==> config.mk <==
export PLATFORM = sky130hd
export DESIGN_NAME = chuchu_ckpt_ctrl_flat
export DESIGN_NICKNAME = d
export VERILOG_FILES = /design/src/rtl/chuchu_pkg.sv /design/src/rtl/chuchu_ckpt_ctrl_if.sv /design/src/rtl/chuchu_ckpt_seq.sv /design/src/rtl/chuchu_ckpt_ctrl.sv /design/src/flat_wrapper.sv
export SDC_FILE = /design/constraint.sdc
export NUM_CORES = 1
export LEC_CHECK = 0
export CORE_AREA = 2 2 77 79
export CTS_BUF_LIST = sky130_fd_sc_hd__clkbuf_8
export DETAILED_ROUTE_END_ITERATION = 10
export DIE_AREA = 0 0 79 81
export GPL_TIMING_DRIVEN = 0
export PLACE_DENSITY = 0.95
export SLEW_MARGIN = 25
export SYNTH_ARGS = -nofsm -noshare
export SYNTH_HDL_FRONTEND = slang
export SYNTH_SLANG_ARGS = --single-unit
==> constraint.sdc <==
create_clock -name clk -period 6.2 [get_ports clk]
set_input_delay 1.24 -clock clk [delete_from_list [all_inputs] [get_ports clk]]
set_output_delay 1.24 -clock clk [all_outputs]
set_load 0.005 [all_outputs]
==> src/rtl/chuchu_pkg.sv <==
// Shared sizes, FSM state type and page-age helper for the chuchu checkpoint manager.
package chuchu_pkg;

  localparam int unsigned NUM_PAGES = 8;
  localparam int unsigned DEPTH     = 128;
  localparam int unsigned DATA_W    = 8;
  localparam int unsigned TAG_W     = 3;
  localparam int unsigned ADDR_W    = 7;
  localparam int unsigned CNT_W     = TAG_W + 1;

  typedef enum logic [1:0] {
    IDLE,
    SAVE,
    RESTORE,
    DONE
  } ckpt_state_t;

  // Distance of a page from the oldest page in circular allocation order.
  function automatic logic [TAG_W-1:0] page_age(input logic [TAG_W-1:0] page,
                                                input logic [TAG_W-1:0] head);
    return TAG_W'(page - head);
  endfunction

endpackage

==> src/rtl/chuchu_ckpt_ctrl_if.sv <==
// Branch-unit and array-side signals of the checkpoint manager.
// Optional ckpt_err wire present when CHUCHU_CKPT_ERR_EN is defined.
interface chuchu_ckpt_ctrl_if;
  import chuchu_pkg::*;

  logic              alloc_req;
  logic              alloc_gnt;
  logic [TAG_W-1:0]  alloc_tag;
  logic              ckpt_full;
  logic              resolve_valid;
  logic [TAG_W-1:0]  resolve_tag;
  logic              resolve_mispr;
  logic              resolve_ready;
  logic              busy;
  logic              restore_done;
  logic [ADDR_W-1:0] arr_addr;
  logic [DATA_W-1:0] arr_rdata;
  logic              arr_we;
  logic [DATA_W-1:0] arr_wdata;
  logic [TAG_W-1:0]  shd_page;
  logic [ADDR_W-1:0] shd_addr;
  logic [DATA_W-1:0] shd_rdata;
  logic              shd_we;
  logic [DATA_W-1:0] shd_wdata;
`ifdef CHUCHU_CKPT_ERR_EN
  logic              ckpt_err;
`endif

  modport master (
    output alloc_req, resolve_valid, resolve_tag, resolve_mispr, arr_rdata, shd_rdata,
    input  alloc_gnt, alloc_tag, ckpt_full, resolve_ready, busy, restore_done,
           arr_addr, arr_we, arr_wdata, shd_page, shd_addr, shd_we, shd_wdata
`ifdef CHUCHU_CKPT_ERR_EN
         , ckpt_err
`endif
  );

  modport slave (
    input  alloc_req, resolve_valid, resolve_tag, resolve_mispr, arr_rdata, shd_rdata,
    output alloc_gnt, alloc_tag, ckpt_full, resolve_ready, busy, restore_done,
           arr_addr, arr_we, arr_wdata, shd_page, shd_addr, shd_we, shd_wdata
`ifdef CHUCHU_CKPT_ERR_EN
         , ckpt_err
`endif
  );

endinterface

==> src/rtl/chuchu_ckpt_seq.sv <==
// Copy sequencer: entry index counter plus address/write muxing for save (dir=0)
// and restore (dir=1) copies between the live array and a shadow page.
module chuchu_ckpt_seq
  import chuchu_pkg::*;
(
  input  logic              clk,
  input  logic              rst_n,
  input  logic              start,
  input  logic              run,
  input  logic              dir,
  input  logic [DATA_W-1:0] arr_rdata,
  input  logic [DATA_W-1:0] shd_rdata,
  output logic              last_c,
  output logic [ADDR_W-1:0] arr_addr_c,
  output logic [ADDR_W-1:0] shd_addr_c,
  output logic              arr_we_c,
  output logic              shd_we_c,
  output logic [DATA_W-1:0] arr_wdata_c,
  output logic [DATA_W-1:0] shd_wdata_c
);

  logic [ADDR_W-1:0] idx_q, idx_d;

  assign last_c = run && (idx_q == ADDR_W'(DEPTH - 1));

  always_ff @(posedge clk or negedge rst_n) begin
    if (!rst_n) idx_q <= '0;
    else        idx_q <= idx_d;
  end

  always_comb begin
    idx_d       = idx_q;
    arr_addr_c  = '0;
    shd_addr_c  = '0;
    arr_we_c    = 1'b0;
    shd_we_c    = 1'b0;
    arr_wdata_c = '0;
    shd_wdata_c = '0;
    if (start) begin
      idx_d = '0;
    end else if (run) begin
      idx_d = last_c ? '0 : ADDR_W'(idx_q + ADDR_W'(1));
    end
    if (run) begin
      arr_addr_c = idx_q;
      shd_addr_c = idx_q;
      if (dir) begin
        arr_we_c    = 1'b1;
        arr_wdata_c = shd_rdata;
      end else begin
        shd_we_c    = 1'b1;
        shd_wdata_c = arr_rdata;
      end
    end
  end

endmodule

==> src/rtl/chuchu_ckpt_ctrl.sv <==
// Checkpoint manager: allocates shadow pages per branch, sequences save/restore
// copies and retires pages in age order. CHUCHU_CKPT_ERR_EN adds sticky ckpt_err.
module chuchu_ckpt_ctrl
  import chuchu_pkg::*;
(
  input logic               clk,
  input logic               reset,
  chuchu_ckpt_ctrl_if.slave bus
);

  ckpt_state_t          state_q, state_d;
  logic [TAG_W-1:0]     head_q, head_d, tail_q, tail_d, page_q, page_d;
  logic [CNT_W-1:0]     count_q, count_d;
  logic [NUM_PAGES-1:0] valid_q, valid_d, resolved_q, resolved_d;
  logic                 full, retire, mispr_req, tag_ok, gnt;
  logic                 seq_start, seq_run, seq_dir, seq_last;

  assign full      = (count_q == CNT_W'(NUM_PAGES));
  assign retire    = valid_q[head_q] & resolved_q[head_q];
  assign mispr_req = bus.resolve_valid & bus.resolve_mispr;
  assign tag_ok    = valid_q[bus.resolve_tag];
  assign seq_run   = (state_q == SAVE) || (state_q == RESTORE);
  assign seq_dir   = (state_q == RESTORE);

  always_ff @(posedge clk or negedge reset) begin
    if (!reset) begin
      state_q    <= IDLE;
      head_q     <= '0;
      tail_q     <= '0;
      page_q     <= '0;
      count_q    <= '0;
      valid_q    <= '0;
      resolved_q <= '0;
    end else begin
      state_q    <= state_d;
      head_q     <= head_d;
      tail_q     <= tail_d;
      page_q     <= page_d;
      count_q    <= count_d;
      valid_q    <= valid_d;
      resolved_q <= resolved_d;
    end
  end

  always_comb begin
    state_d    = state_q;
    head_d     = head_q;
    tail_d     = tail_q;
    page_d     = page_q;
    valid_d    = valid_q;
    resolved_d = resolved_q;
    gnt        = 1'b0;
    seq_start  = 1'b0;

    case (state_q)
      IDLE: begin
        // A mispredict blocks allocation even when its tag turns out invalid.
        if (mispr_req) begin
          if (tag_ok) begin
            state_d   = RESTORE;
            page_d    = bus.resolve_tag;
            seq_start = 1'b1;
          end
        end else begin
          if (bus.alloc_req && !full) begin
            gnt             = 1'b1;
            page_d          = tail_q;
            valid_d[tail_q] = 1'b1;
            tail_d          = TAG_W'(tail_q + TAG_W'(1));
            state_d         = SAVE;
            seq_start       = 1'b1;
          end
          if (bus.resolve_valid && tag_ok) resolved_d[bus.resolve_tag] = 1'b1;
        end
      end
      SAVE:    if (seq_last) state_d = IDLE;
      RESTORE: if (seq_last) state_d = DONE;
      DONE: begin
        state_d = IDLE;
        tail_d  = page_q;
      end
      default: state_d = IDLE;
    endcase

    if (retire) begin
      valid_d[head_q]    = 1'b0;
      resolved_d[head_q] = 1'b0;
      head_d             = TAG_W'(head_q + TAG_W'(1));
    end
    count_d = CNT_W'(count_q + CNT_W'(gnt) - CNT_W'(retire));

    // Free the mispredicted page and everything allocated after it.
    if (state_q == DONE) begin
      count_d = CNT_W'(page_age(page_q, head_d));
      for (int unsigned p = 0; p < NUM_PAGES; p++) begin
        if (page_age(TAG_W'(p), head_q) >= page_age(page_q, head_q)) begin
          valid_d[p]    = 1'b0;
          resolved_d[p] = 1'b0;
        end
      end
    end
  end

  chuchu_ckpt_seq u_seq (
    .clk         (clk),
    .rst_n       (reset),
    .start       (seq_start),
    .run         (seq_run),
    .dir         (seq_dir),
    .arr_rdata   (bus.arr_rdata),
    .shd_rdata   (bus.shd_rdata),
    .last_c      (seq_last),
    .arr_addr_c  (bus.arr_addr),
    .shd_addr_c  (bus.shd_addr),
    .arr_we_c    (bus.arr_we),
    .shd_we_c    (bus.shd_we),
    .arr_wdata_c (bus.arr_wdata),
    .shd_wdata_c (bus.shd_wdata)
  );

  assign bus.alloc_gnt     = gnt;
  assign bus.alloc_tag     = gnt ? tail_q : '0;
  assign bus.ckpt_full     = full;
  assign bus.resolve_ready = (state_q == IDLE);
  assign bus.busy          = (state_q != IDLE);
  assign bus.restore_done  = (state_q == DONE);
  assign bus.shd_page      = seq_run ? page_q : '0;

`ifdef CHUCHU_CKPT_ERR_EN
  logic err_q, err_d;

  always_comb begin
    err_d = err_q | (bus.alloc_req & full)
                  | (bus.resolve_valid & (state_q == IDLE) & !tag_ok);
  end

  always_ff @(posedge clk or negedge reset) begin
    if (!reset) err_q <= 1'b0;
    else        err_q <= err_d;
  end

  assign bus.ckpt_err = err_q;
`endif

endmodule

==> src/flat_wrapper.sv <==
// flat-port wrapper written by rule: the top's interface ports become plain ports
module chuchu_ckpt_ctrl_flat import chuchu_pkg::*;
  (clk, reset, bus_alloc_req, bus_resolve_valid, bus_resolve_tag, bus_resolve_mispr, bus_arr_rdata, bus_shd_rdata, bus_alloc_gnt, bus_alloc_tag, bus_ckpt_full, bus_resolve_ready, bus_busy, bus_restore_done, bus_arr_addr, bus_arr_we, bus_arr_wdata, bus_shd_page, bus_shd_addr, bus_shd_we, bus_shd_wdata);
  chuchu_ckpt_ctrl_if bus_i ();
  input logic clk;
  input logic reset;
  input wire logic [$bits(bus_i.alloc_req)-1:0] bus_alloc_req;
  input wire logic [$bits(bus_i.resolve_valid)-1:0] bus_resolve_valid;
  input wire logic [$bits(bus_i.resolve_tag)-1:0] bus_resolve_tag;
  input wire logic [$bits(bus_i.resolve_mispr)-1:0] bus_resolve_mispr;
  input wire logic [$bits(bus_i.arr_rdata)-1:0] bus_arr_rdata;
  input wire logic [$bits(bus_i.shd_rdata)-1:0] bus_shd_rdata;
  output wire logic [$bits(bus_i.alloc_gnt)-1:0] bus_alloc_gnt;
  output wire logic [$bits(bus_i.alloc_tag)-1:0] bus_alloc_tag;
  output wire logic [$bits(bus_i.ckpt_full)-1:0] bus_ckpt_full;
  output wire logic [$bits(bus_i.resolve_ready)-1:0] bus_resolve_ready;
  output wire logic [$bits(bus_i.busy)-1:0] bus_busy;
  output wire logic [$bits(bus_i.restore_done)-1:0] bus_restore_done;
  output wire logic [$bits(bus_i.arr_addr)-1:0] bus_arr_addr;
  output wire logic [$bits(bus_i.arr_we)-1:0] bus_arr_we;
  output wire logic [$bits(bus_i.arr_wdata)-1:0] bus_arr_wdata;
  output wire logic [$bits(bus_i.shd_page)-1:0] bus_shd_page;
  output wire logic [$bits(bus_i.shd_addr)-1:0] bus_shd_addr;
  output wire logic [$bits(bus_i.shd_we)-1:0] bus_shd_we;
  output wire logic [$bits(bus_i.shd_wdata)-1:0] bus_shd_wdata;
  assign bus_i.alloc_req = bus_alloc_req;
  assign bus_i.resolve_valid = bus_resolve_valid;
  assign bus_i.resolve_tag = bus_resolve_tag;
  assign bus_i.resolve_mispr = bus_resolve_mispr;
  assign bus_i.arr_rdata = bus_arr_rdata;
  assign bus_i.shd_rdata = bus_shd_rdata;
  assign bus_alloc_gnt = bus_i.alloc_gnt;
  assign bus_alloc_tag = bus_i.alloc_tag;
  assign bus_ckpt_full = bus_i.ckpt_full;
  assign bus_resolve_ready = bus_i.resolve_ready;
  assign bus_busy = bus_i.busy;
  assign bus_restore_done = bus_i.restore_done;
  assign bus_arr_addr = bus_i.arr_addr;
  assign bus_arr_we = bus_i.arr_we;
  assign bus_arr_wdata = bus_i.arr_wdata;
  assign bus_shd_page = bus_i.shd_page;
  assign bus_shd_addr = bus_i.shd_addr;
  assign bus_shd_we = bus_i.shd_we;
  assign bus_shd_wdata = bus_i.shd_wdata;
  chuchu_ckpt_ctrl u_core (.clk(clk), .reset(reset), .bus(bus_i));
endmodule
==> metrics.md <==
| Metric | Value |
|---|---|
| Status | complete, no violations |
| Post-CTS Setup Bufs | 0 |
| Post-CTS Resized | 0 |
| Clock buffers created by TritonCTS | 5 |
| Die Ht | 81 um |
| Longest Clk Path Bufs | 2 |
| DP Worst Slack | 1.691 ns |
| Die Wd | 79 um |
| Register area | 950.9 um2 |
| Count of pins over their slew limit | 0 |
| Worst Setup Start Kind | input port |
| I/O pin count | 67 |
| H-tree levels | 2 |
| Dominant cell type by area after synthesis | dfrtp_1 |
| Primary FF master, synth | dfrtp_1 |
| Critical Path AT | approximately 3.4 ns |
| Count leader, synth | dfrtp_1 |
| Fill count | 434 |
| Syn Inst Count | 341 |
| Number of DRC violations after detailed-routing iteration 0 | 225 |
| Multi-input gate area | 1836 um2 |
| Delay-heaviest family, CP | buffers and inverters |
| Clk sinks | 38 |
| IO Port Bufs | 65 |
| First-pass GRT wire length | around 13 mm |
| Hold buffers post-CTS | 0 |
| RSZ-0062 raised after global routing | no |
| Yosys top cell area share | between 30% and 40% |
| Mean Syn Cell Area | 8.762 um2 |
| P_leak | 0.001763 uW |
| Number of global-route vias before repair | 2,753 |
| CP endpoint kind | output port |
| Clock Latency Late Sink | ~0.30 ns |
| Seq/Total Area, Yosys | 31.83% |
| DRT antenna net count | 0 |
| MaxCap Viol Count | 0 |
| Setup_tns | 0 ns |
| Min Tclk post-route | approximately 4.6 ns |
| Util after Layout | about two thirds |
| Buf+Inv Stages, Crit Path | 4 |
| Synth async-reset ratio | 100.0% |
| Final hold vios | 0 |
| Crit Path Category | input port to output port |
| Initial Util | roughly 53% |
| Post-synth EDFFs | 0 |
| Total routed wirelength | 7.991 mm |
| Synthesis Warnings | 0 |
| Clock Skews | slightly above 0.009 ns |
| Layout area overhead | 30.19% |
| Worst-path maximum fanout | 7 |
| Slew @ Worst Pin | 0.6349 ns |
| Synthesized cell area | roughly 3000 um2 |
| Gpl congestion | between 0.9 and 1 |
| DR vias/cell | 5.839 |
| Worst path slowest cell | clkdlybuf4s50_1 |
| Peak supply drop | 197.8 uV |
| CTS clk-pin slew, worst paths | about 0.07 ns |
| Final period util | 74.56% |
| WL per Instance | 16.31 um |
| # DRC | 0 |
| Root Buffer | clkbuf_8 |
| Commonest cells in the netlist | dfrtp_1 (38), nor2_1 (35), ha_1 (29) |
| Crit-path cells | clkdlybuf4s50_1, nand2_1, and3_1, clkbuf_1, nand2_1, inv_1, clkdlybuf4s50_1 |
| Placed insts | 482 |
| Non-filler cells, final | 490 |
| Diodes inserted | 0 |
| Final WS setup | 1.577 ns |
| Hold crit path type | register to register |
| Rel. slew slack | between 50% and 60% |
| Core area | between 5000 and 6000 um2 |
| Fmax | roughly 0.22 GHz |
| Antenna violations before repair | 0 |
| CP required | 4.96 ns |
| Unique cell type count in the Yosys netlist | 49 |
| Row Count | 28 |
| Fraction of layout cells with a size suffix above 1 | 7.952% |
| Pin count of the biggest net entering global routing | 27 |
| CTS tree | built |
| Hpwl dp | 6.247 mm |
| Final #Nets | 470 |
| Pwr Density | 458.4 nW/um2 |
| Grt ovf | 0 |
| Largest stage delay, worst path | 0.51 ns |
| DRT Pass-1 Iters | 4 |
| Setup violations, final | 0 |
| Post-synth net total | 397 |
| Die footprint | 6399 um2 |
| Total GRT Usage | roughly a quarter |
| Yosys reg bits | 38 |
| Top cells by area, synth | dfrtp_1 (32%), ha_1 (12%), nor2_1 (4.4%) |
| DR vias | 2,861 |
-- flip-flops by register name, summed over array words and instances (netlist names) --
name                count
u_core.resolved_q       8
u_core.valid_q          8
u_core.u_seq.idx_q      7
u_core.count_q          4
u_core.head_q           3
u_core.page_q           3
u_core.tail_q           3
u_core.state_q          2
-- final cells by class --
class	count	area share, %
Buffer	20	2.863
Clock buffer	6	2.123
Inverter	24	2.316
Multi-Input combinational cell	259	47.19
Tap cell	75	2.412
Sequential cell	38	24.45
Clock inverter	2	1.544
Timing Repair Buffer	66	17.11
-- cells by family after synthesis --
| kind of cell | share of synthesized area (%) |
|---|---|
| AO/OA/AOI/OAI | 14.66 |
| flip-flops | 31.83 |
| buffers and inverters | 6.742 |
| AND/OR/NAND/NOR | 21.86 |
| multiplexers | 6.909 |
| XOR/XNOR | 3.518 |
| adder cells (fa/ha/maj) | 14.49 |
-- metal layers --
metal	global-route usage, %	up-vias	part of all wire, %
met4	10.86	0	2.9
met1	28.51	1357	38
met2	48.22	147	50
li1	-	1334	-
met5	0	-	0
met3	5.333	23	9.2
-- power by group --
part           total, uW  internal [uW]  switching (uW)
Clock                264            172            92.5
Combinational       1090            535             556
Sequential           428            334            94.1
Total               1780           1040             743
-- worst paths after layout --
| kind | start | to | slack (ns) | cells after the start |
|---|---|---|---|---|
| min in group asynchronous | reset | u_core.tail_q[0] | 0.83 | 1 |
| worst min register to register | u_core.resolved_q[5] | u_core.resolved_q[5] | 0.51 | 2 |
| max in group asynchronous | reset | u_core.count_q[2] | 4.92 | 2 |
| worst max-delay path | bus_resolve_mispr | bus_alloc_gnt | 1.58 | 7 |
| worst min-delay path | u_core.resolved_q[5] | u_core.resolved_q[5] | 0.51 | 2 |
| worst max register to register | u_core.head_q[0] | u_core.count_q[2] | 2.99 | 11 |
-- cell usage in the layout, fill, tap and decap left out, types with 3 or more instances in the layout --
cell type | netlist | final
clkdlybuf4s50_1 | 0 | 64
dfrtp_1 | 38 | 38
nor2_1 | 35 | 35
ha_1 | 29 | 29
nand2_1 | 26 | 26
inv_1 | 23 | 23
and2_1 | 19 | 19
a21oi_1 | 17 | 17
and3_1 | 16 | 16
a31oi_1 | 15 | 15
nor3_1 | 13 | 13
clkbuf_1 | 10 | 10
mux2i_1 | 9 | 9
o21ai_0 | 9 | 9
xor2_1 | 8 | 8
buf_4 | 7 | 7
nor2b_1 | 6 | 6
clkbuf_8 | 0 | 6
nand3_1 | 5 | 5
xnor2_1 | 4 | 4
nand2b_1 | 4 | 4
mux2_2 | 4 | 4
buf_2 | 2 | 3
a311oi_1 | 3 | 3
fa_1 | 3 | 3
-- stage by stage --
step | hold WS, ns | power, uW | cell area (um2)
finish | 0.5108 | 1783 | 3890
global route | 0.5372 | 1928 | 3890
CTS | 0.5137 | 1782 | 3890
detailed placement | 0.4955 | 1511 | 3747
global placement | 0.4842 | 1451 | 3732
floorplan | 0.4624 | 1087 | 2988
-- worst register-to-register path: cells and delay by family (launching register included) --
| kind | cells | cell delay, ns |
|---|---|---|
| multiplexers | 2 | 0.87 |
| adder cells (fa/ha/maj) | 2 | 0.55 |
| flip-flops | 1 | 0.51 |
| buffers and inverters | 3 | 0.41 |
| XOR/XNOR | 2 | 0.35 |
| AO/OA/AOI/OAI | 1 | 0.27 |
| AND/OR/NAND/NOR | 1 | 0.15 |
Power figures use the tool's default switching activity.
